===== src/rtl/mem_request_initiator.sv =====
// Client-side request initiator: issues wr/rd strobes, tracks outstanding tags in a
// small table, matches returns, and flags timeouts and unmatched returns.
module mem_request_initiator #(
  parameter int unsigned ADDR_W    = 16,
  parameter int unsigned DATA_W    = 16,
  parameter int unsigned MAX_OUTST = 4,
  parameter int unsigned TIMEOUT   = 1024
) (
  input  logic                             clk,
  input  logic                             rst_n,
  input  logic                             cmd_valid,
  output logic                             cmd_ready,
  input  logic                             cmd_write,
  input  logic [ADDR_W-1:0]                cmd_address,
  input  logic [DATA_W-1:0]                cmd_data,
  output logic [ADDR_W-1:0]                wr_address,
  output logic                             wr_en,
  output logic [DATA_W-1:0]                wr_data,
  input  logic [ADDR_W-1:0]                wr_ret_address,
  input  logic                             wr_ret_ack,
  output logic [ADDR_W-1:0]                rd_address,
  output logic                             rd_en,
  input  logic [DATA_W-1:0]                rd_ret_data,
  input  logic [ADDR_W-1:0]                rd_ret_address,
  input  logic                             rd_ret_ack,
  output logic                             wr_resp_valid,
  output logic [ADDR_W-1:0]                wr_resp_address,
  output logic                             rd_resp_valid,
  output logic [ADDR_W-1:0]                rd_resp_address,
  output logic [DATA_W-1:0]                rd_resp_data,
  input  logic                             flush_req,
  output logic                             flush_done,
  output logic [$clog2(MAX_OUTST+1)-1:0]   outst_count,
  output logic                             err_unmatched,
  output logic                             err_timeout
);
  localparam int unsigned CNT_W = $clog2(MAX_OUTST+1);
  localparam int unsigned AGE_W = $clog2(TIMEOUT+1);
  localparam logic [AGE_W-1:0] AGE_LAST = AGE_W'(TIMEOUT-1);

  typedef enum logic {SLOT_FREE = 1'b0, SLOT_PENDING = 1'b1} slot_e;

  slot_e                state_q [MAX_OUTST];
  slot_e                state_d [MAX_OUTST];
  logic [AGE_W-1:0]     age_q   [MAX_OUTST];
  logic [AGE_W-1:0]     age_d   [MAX_OUTST];
  logic [ADDR_W-1:0]    tag_q   [MAX_OUTST];
  logic [MAX_OUTST-1:0] kind_q;  // 1 = write entry
  logic [MAX_OUTST-1:0] alloc_sel, wr_hit, rd_hit, to_hit, freed;
  logic                 any_free, dup, found, accept;
  logic [CNT_W-1:0]     count_q, count_d;

  logic                 wr_en_q, rd_en_q, wr_resp_valid_q, rd_resp_valid_q;
  logic [ADDR_W-1:0]    req_addr_q, wr_resp_addr_q, rd_resp_addr_q;
  logic [DATA_W-1:0]    wr_data_q, rd_resp_data_q;
  logic                 err_unmatched_q, err_timeout_q;

  // Acceptance looks only at registered slot state, so a slot freed this edge is not reused.
  always_comb begin
    any_free  = 1'b0;
    dup       = 1'b0;
    found     = 1'b0;
    alloc_sel = '0;
    for (int unsigned i = 0; i < MAX_OUTST; i++) begin
      if (state_q[i] == SLOT_FREE) begin
        any_free = 1'b1;
        if (!found) begin
          alloc_sel[i] = 1'b1;
          found        = 1'b1;
        end
      end else if (kind_q[i] == cmd_write && tag_q[i] == cmd_address) begin
        dup = 1'b1;
      end
    end
  end

  assign cmd_ready = !flush_req && any_free && !dup;
  assign accept    = cmd_valid && cmd_ready;

  // A return that matches wins over a timeout landing on the same edge.
  always_comb begin
    wr_hit = '0;
    rd_hit = '0;
    to_hit = '0;
    for (int unsigned i = 0; i < MAX_OUTST; i++) begin
      wr_hit[i] = (state_q[i] == SLOT_PENDING) && kind_q[i] && wr_ret_ack &&
                  (tag_q[i] == wr_ret_address);
      rd_hit[i] = (state_q[i] == SLOT_PENDING) && !kind_q[i] && rd_ret_ack &&
                  (tag_q[i] == rd_ret_address);
      to_hit[i] = (state_q[i] == SLOT_PENDING) && !wr_hit[i] && !rd_hit[i] &&
                  (age_q[i] == AGE_LAST);
    end
    freed = wr_hit | rd_hit | to_hit;
  end

  always_comb begin
    count_d = count_q;
    if (accept) count_d = count_d + CNT_W'(1);
    for (int unsigned i = 0; i < MAX_OUTST; i++) begin
      state_d[i] = state_q[i];
      age_d[i]   = age_q[i];
      if (freed[i]) begin
        state_d[i] = SLOT_FREE;
        count_d    = count_d - CNT_W'(1);
      end else if (state_q[i] == SLOT_PENDING && age_q[i] != '1) begin
        age_d[i] = age_q[i] + AGE_W'(1);
      end
      if (accept && alloc_sel[i]) begin
        state_d[i] = SLOT_PENDING;
        age_d[i]   = '0;
      end
    end
  end

  always_ff @(posedge clk or negedge rst_n) begin
    if (!rst_n) begin
      for (int unsigned i = 0; i < MAX_OUTST; i++) begin
        state_q[i] <= SLOT_FREE;
        age_q[i]   <= '0;
        tag_q[i]   <= '0;
      end
      kind_q          <= '0;
      count_q         <= '0;
      wr_en_q         <= 1'b0;
      rd_en_q         <= 1'b0;
      req_addr_q      <= '0;
      wr_data_q       <= '0;
      wr_resp_valid_q <= 1'b0;
      wr_resp_addr_q  <= '0;
      rd_resp_valid_q <= 1'b0;
      rd_resp_addr_q  <= '0;
      rd_resp_data_q  <= '0;
      err_unmatched_q <= 1'b0;
      err_timeout_q   <= 1'b0;
    end else begin
      state_q <= state_d;
      age_q   <= age_d;
      count_q <= count_d;
      for (int unsigned i = 0; i < MAX_OUTST; i++) begin
        if (accept && alloc_sel[i]) begin
          kind_q[i] <= cmd_write;
          tag_q[i]  <= cmd_address;
        end
      end
      wr_en_q <= accept && cmd_write;
      rd_en_q <= accept && !cmd_write;
      if (accept) req_addr_q <= cmd_address;
      if (accept && cmd_write) wr_data_q <= cmd_data;
      wr_resp_valid_q <= |wr_hit;
      if (|wr_hit) wr_resp_addr_q <= wr_ret_address;
      rd_resp_valid_q <= |rd_hit;
      if (|rd_hit) begin
        rd_resp_addr_q <= rd_ret_address;
        rd_resp_data_q <= rd_ret_data;
      end
      err_unmatched_q <= err_unmatched_q || (wr_ret_ack && !(|wr_hit)) ||
                         (rd_ret_ack && !(|rd_hit));
      err_timeout_q   <= err_timeout_q || (|to_hit);
    end
  end

  assign wr_en           = wr_en_q;
  assign rd_en           = rd_en_q;
  assign wr_address      = req_addr_q;
  assign rd_address      = req_addr_q;
  assign wr_data         = wr_data_q;
  assign wr_resp_valid   = wr_resp_valid_q;
  assign wr_resp_address = wr_resp_addr_q;
  assign rd_resp_valid   = rd_resp_valid_q;
  assign rd_resp_address = rd_resp_addr_q;
  assign rd_resp_data    = rd_resp_data_q;
  assign outst_count     = count_q;
  assign flush_done      = flush_req && (count_q == '0);
  assign err_unmatched   = err_unmatched_q;
  assign err_timeout     = err_timeout_q;

endmodule


===== config.mk =====
export PLATFORM = sky130hd
export DESIGN_NAME = mem_request_initiator
export DESIGN_NICKNAME = d
export VERILOG_FILES = /design/src/rtl/mem_request_initiator.sv
export SDC_FILE = /design/constraint.sdc
export NUM_CORES = 1
export LEC_CHECK = 0
export CAP_MARGIN = 10
export CORE_ASPECT_RATIO = 0.5
export CORE_MARGIN = 3
export CORE_UTILIZATION = 40
export DETAILED_ROUTE_END_ITERATION = 10
export GPL_ROUTABILITY_DRIVEN = 0
export GPL_TIMING_DRIVEN = 0
export SLEW_MARGIN = 20
export SYNTH_ARGS = -nofsm -noshare
export SYNTH_HDL_FRONTEND = slang
export SYNTH_SLANG_ARGS = --single-unit

===== constraint.sdc =====
create_clock -name clk -period 12.79 [get_ports clk]
set_input_delay 1.279 -clock clk [delete_from_list [all_inputs] [get_ports clk]]
set_output_delay 1.279 -clock clk [all_outputs]
set_load 0.02 [all_outputs]

==> reports/metrics.csv <==
stage,metric,value,unit
place,total_half_perimeter_wirelength_after_legalization_and_detailed_placement,23800,um
synthesis,synth.cell_area,0.01110,sq mm
clock_network,cts_tree,built,
synthesis,syn-instance-count,1084,
detailed_routing,dr.first_iter.drc_count,812,
detailed_routing,detail_route.wirelength,31830,um
power_and_ir_drop,static_leakage,6.042,nW
setup_path,critPathRequiredTime,13.22,ns
synthesis,count_of_state_elements_after_synthesis,205,
die,std_cell_rows,42,
setup_path,critical_path.startpoint_type,primary input,
synthesis,synthDominantCellAreaShare,46.23,%
setup_path,arrival,6.23,ns
timing,min_period,5.795,ns
die,ios,194,
timing,max_freq,0.1726,GHz
synthesis,yosys_synthesis_warning_count,0,
global_routing,grt.overflow.total,0,
timing,final_max_slew_viol_count,0,
detailed_routing,remaining_drc_errors,0,
min_path,min_path_cells,2,
synthesis,combinational_family_with_the_most_area_after_synthesis,XOR/XNOR gates,
power_and_ir_drop,clockPowerShare,21.1,%
layout,fin_cells,1641,
power_and_ir_drop,total_switching_power,1.072,mW
timing,worst_pin_slew,0.7104,ns
global_routing,global_route.usage.total,21.06,%
clock_network,cts_sinks,205,
power_and_ir_drop,seq_power_share,39.8,%
timing,fin_skew,0.009786,ns
timing,report.final.setup_viol,0,
global_routing,pin_count_of_the_biggest_net_entering_global_routing,94,
run,max-cap-violations,0,
layout,area_growth_syn_to_layout,23.62,%
die,chipHeight,123.8,um
place,numPlacedInstances,1605,
power_and_ir_drop,swShare,37.82,%
outcome,run_status,completed,
synthesis,yosys.cell_types.count,47,
setup_path,crit_path_kind,in -> reg,
place,port-buffer-count,144,
min_path,holdCritPathClass,reg -> reg,
clock_network,cts.reportedPaths.clkPinSlew,0.06,ns
setup_path,slowest_stage,o211ai_1,
synthesis,synthesized_area_fraction_occupied_by_ao_oa_aoi_and_oai_cells,1.082,%
clock_network,clock-root-buffer,clkbuf_16,
layout,leading_cell_type_in_the_layout_fill_and_taps_excluded,dfrtp_1,
synthesis,synthArstFlopShare,100.0,%
die,die-width,241.6,um
layout,proportion_of_layout_cells_with_a_drive_suffix_above_1,7.024,%
clock_network,number_of_buffers_on_the_longest_clock_path,3,
setup_path,critical_path_peak_fanout,10,
global_routing,first_global_vias,8291,
power_and_ir_drop,share_comb_of_total_power,39.1,%
global_routing,number_of_antenna_violations_at_the_first_check_in_global_routing,0,
clock_network,total_cts_buffers,21,
setup_path,critical_path.max_stage_delay,0.48,ns
setup_path,critical_path.cell_chain,buf_2 > xor2_1 > nor4_1 > nand3_1 > o211ai_1 > nor2_1 > buf_2 > buf_1 > xnor2_1 > ha_1 > nor2b_1 > a21o_1 > ha_1 > mux2_2 > ha_1 > o22ai_1 > nor2_1 > ha_1 > nand2_1 > xor2_1 > xnor2_1 > xnor2_1,
setup_path,cp.depth,22,
detailed_routing,wire_per_inst,19.40,um
power_and_ir_drop,worst_vdd_rail_ir_drop,0.09450,mV
timing,hold_viol_final,0,
detailed_routing,final_antenna_net_count,0,
die,floorplan.core_area,0.02685,sq mm
timing,setup_tns,0,ns
setup_path,cp_common_cell,ha_1,
detailed_routing,dr.pass1.iters,5,
layout,final_nets,1351,
die,die_area,0.02990,sq mm
synthesis,synth_ff_type,dfrtp_1,
synthesis,synth_mux_area_share,10.90,%
synthesis,netlist_top_cells_area,"dfrtp_1, mux2_1, xor2_1, xnor2_1, nand2_1",
clock_network,cts_hold_buffers,0,
timing,grt_setup_unrepaired,false,
setup_path,path_delay_family,adder cells,
setup_path,r2r_cells,21,
detailed_routing,detail_route.vias_per_cell,5.144,
die,start_util,41.32,%
clock_network,insertion_delay,0.52,ns
setup_path,path_buf_inv,3,
synthesis,mappedNetlistNets,1181,
clock_network,cts_resized,0,
clock_network,cts_post_setup_buffers_inserted,0,
timing,max-slew-margin-rel,52.64,%
clock_network,clock_tree.htree_level_count,1,
layout,antenna-diode-count,0,
global_routing,wire_length_of_the_first_global_routing_pass,48540,um
synthesis,yosysTopAreaCell,dfrtp_1,
synthesis,syn_area_per_cell,10.24,sq um
synthesis,seq_area_frac_synth,46.23,%
power_and_ir_drop,p_int,1.763,mW
setup_path,cp-end-kind,flop,
timing,post-route-period-util,45.31,%
synthesis,yosys.area_share.adder,1.128,%
synthesis,synth_edf_count,0,
layout,final_cell_mix,"dfrtp_1, nand2_1, clkdlybuf4s50_1",
synthesis,synth_simple_gate_area_share,16.99,%
detailed_routing,via_count,8442,
power_and_ir_drop,power-per-cell-area,206.6,mW/mm^2
synthesis,yosys.area_share.xor_xnor,19.07,%
-- area by class of cell --
| class | count | area, sq um |
|---|---|---|
| sequential | 205 | 5130 |
| timing repair buffer | 147 | 1509 |
| clock buffer | 29 | 575.6 |
| inverter | 11 | 41.29 |
| buffer | 96 | 469.2 |
| tap | 374 | 467.9 |
| multi-input combinational | 772 | 5461 |
| clock inverter | 7 | 63.81 |
| fill | 2455 | 13140 |
-- worst paths after layout --
path                                                       from                               to  slack [ns]
worst max-delay path                            cmd_address[14]         outst_count[2]$_DFF_PN0_        6.99
worst min-delay path            wr_resp_address[14]$_DFFE_PN0P_  wr_resp_address[14]$_DFFE_PN0P_        0.47
worst max register to register            tag_q[58]$_DFFE_PN0P_         outst_count[2]$_DFF_PN0_        7.58
worst min register to register  wr_resp_address[14]$_DFFE_PN0P_  wr_resp_address[14]$_DFFE_PN0P_        0.47
max in group asynchronous                                 rst_n        rd_address[9]$_DFFE_PN0N_       11.25
min in group asynchronous                                 rst_n   wr_resp_address[8]$_DFFE_PN0P_        0.68
-- power by group through the flow --
stage | sequential [mW] | clock, mW | combinational (mW)
floorplan | 1.13 | 0 | 0.686
global placement | 1.12 | 0 | 1.07
detailed placement | 1.13 | 0 | 1.10
CTS | 1.12 | 0.611 | 1.11
global route | 1.15 | 0.639 | 1.21
finish | 1.13 | 0.598 | 1.11
-- metal layers --
layer,routed length (um),global-route usage [%]
met5,0,0
met2,14030,32.89
met4,700,5.166
met1,14930,30.67
met3,2168,3.592
-- worst min-delay path: cells and delay by family (launching register included) --
family / cells / cell delay (ns)
flops: 1 / 0.34
simple gates: 2 / 0.10
-- per-stage QoR --
step / util (%) / worst slack, ns / total power, mW / hold WS [ns] / area (sq um)
finish: 51.09 / 6.995 / 2.835 / 0.4668 / 13720
global route: 51.09 / 6.635 / 2.998 / 0.4889 / 13720
CTS: 51.09 / 7.034 / 2.841 / 0.4684 / 13720
detailed placement: 48.70 / 6.545 / 2.231 / 0.4561 / 13080
global placement: 48.43 / 1.785 / 2.194 / 0.4488 / 13010
floorplan: - / 7.399 / 1.814 / 0.4514 / 11100
-- synthesized netlist by cell type, drive strengths merged (11+ instances only) --
cell type,instances
nor2,57
clkbuf,47
nor3,23
xnor2,110
nor4,27
nand4,30
nand3,38
buf,49
dfrtp,205
inv,11
xor2,128
mux2,103
nand2,180
-- cells by family after synthesis --
| family | count (synthesis) |
|---|---|
| AO/OA/AOI/OAI | 15 |
| buffers and inverters | 107 |
| AND/OR/NAND/NOR | 400 |
| XOR/XNOR | 239 |
| adder cells (fa/ha/maj) | 10 |
| multiplexers | 108 |
| flip-flops | 205 |
-- registers in the layout, summed over array words and instances (netlist names), 3 cells and up --
register and flops:
wr_data 16, tag_q 64, kind_q 4, state_q 4, rd_resp_address 16, rd_address 16, rd_resp_data 16, wr_resp_address 16
age_q 44, outst_count 3
Power figures use the tool's default switching activity.
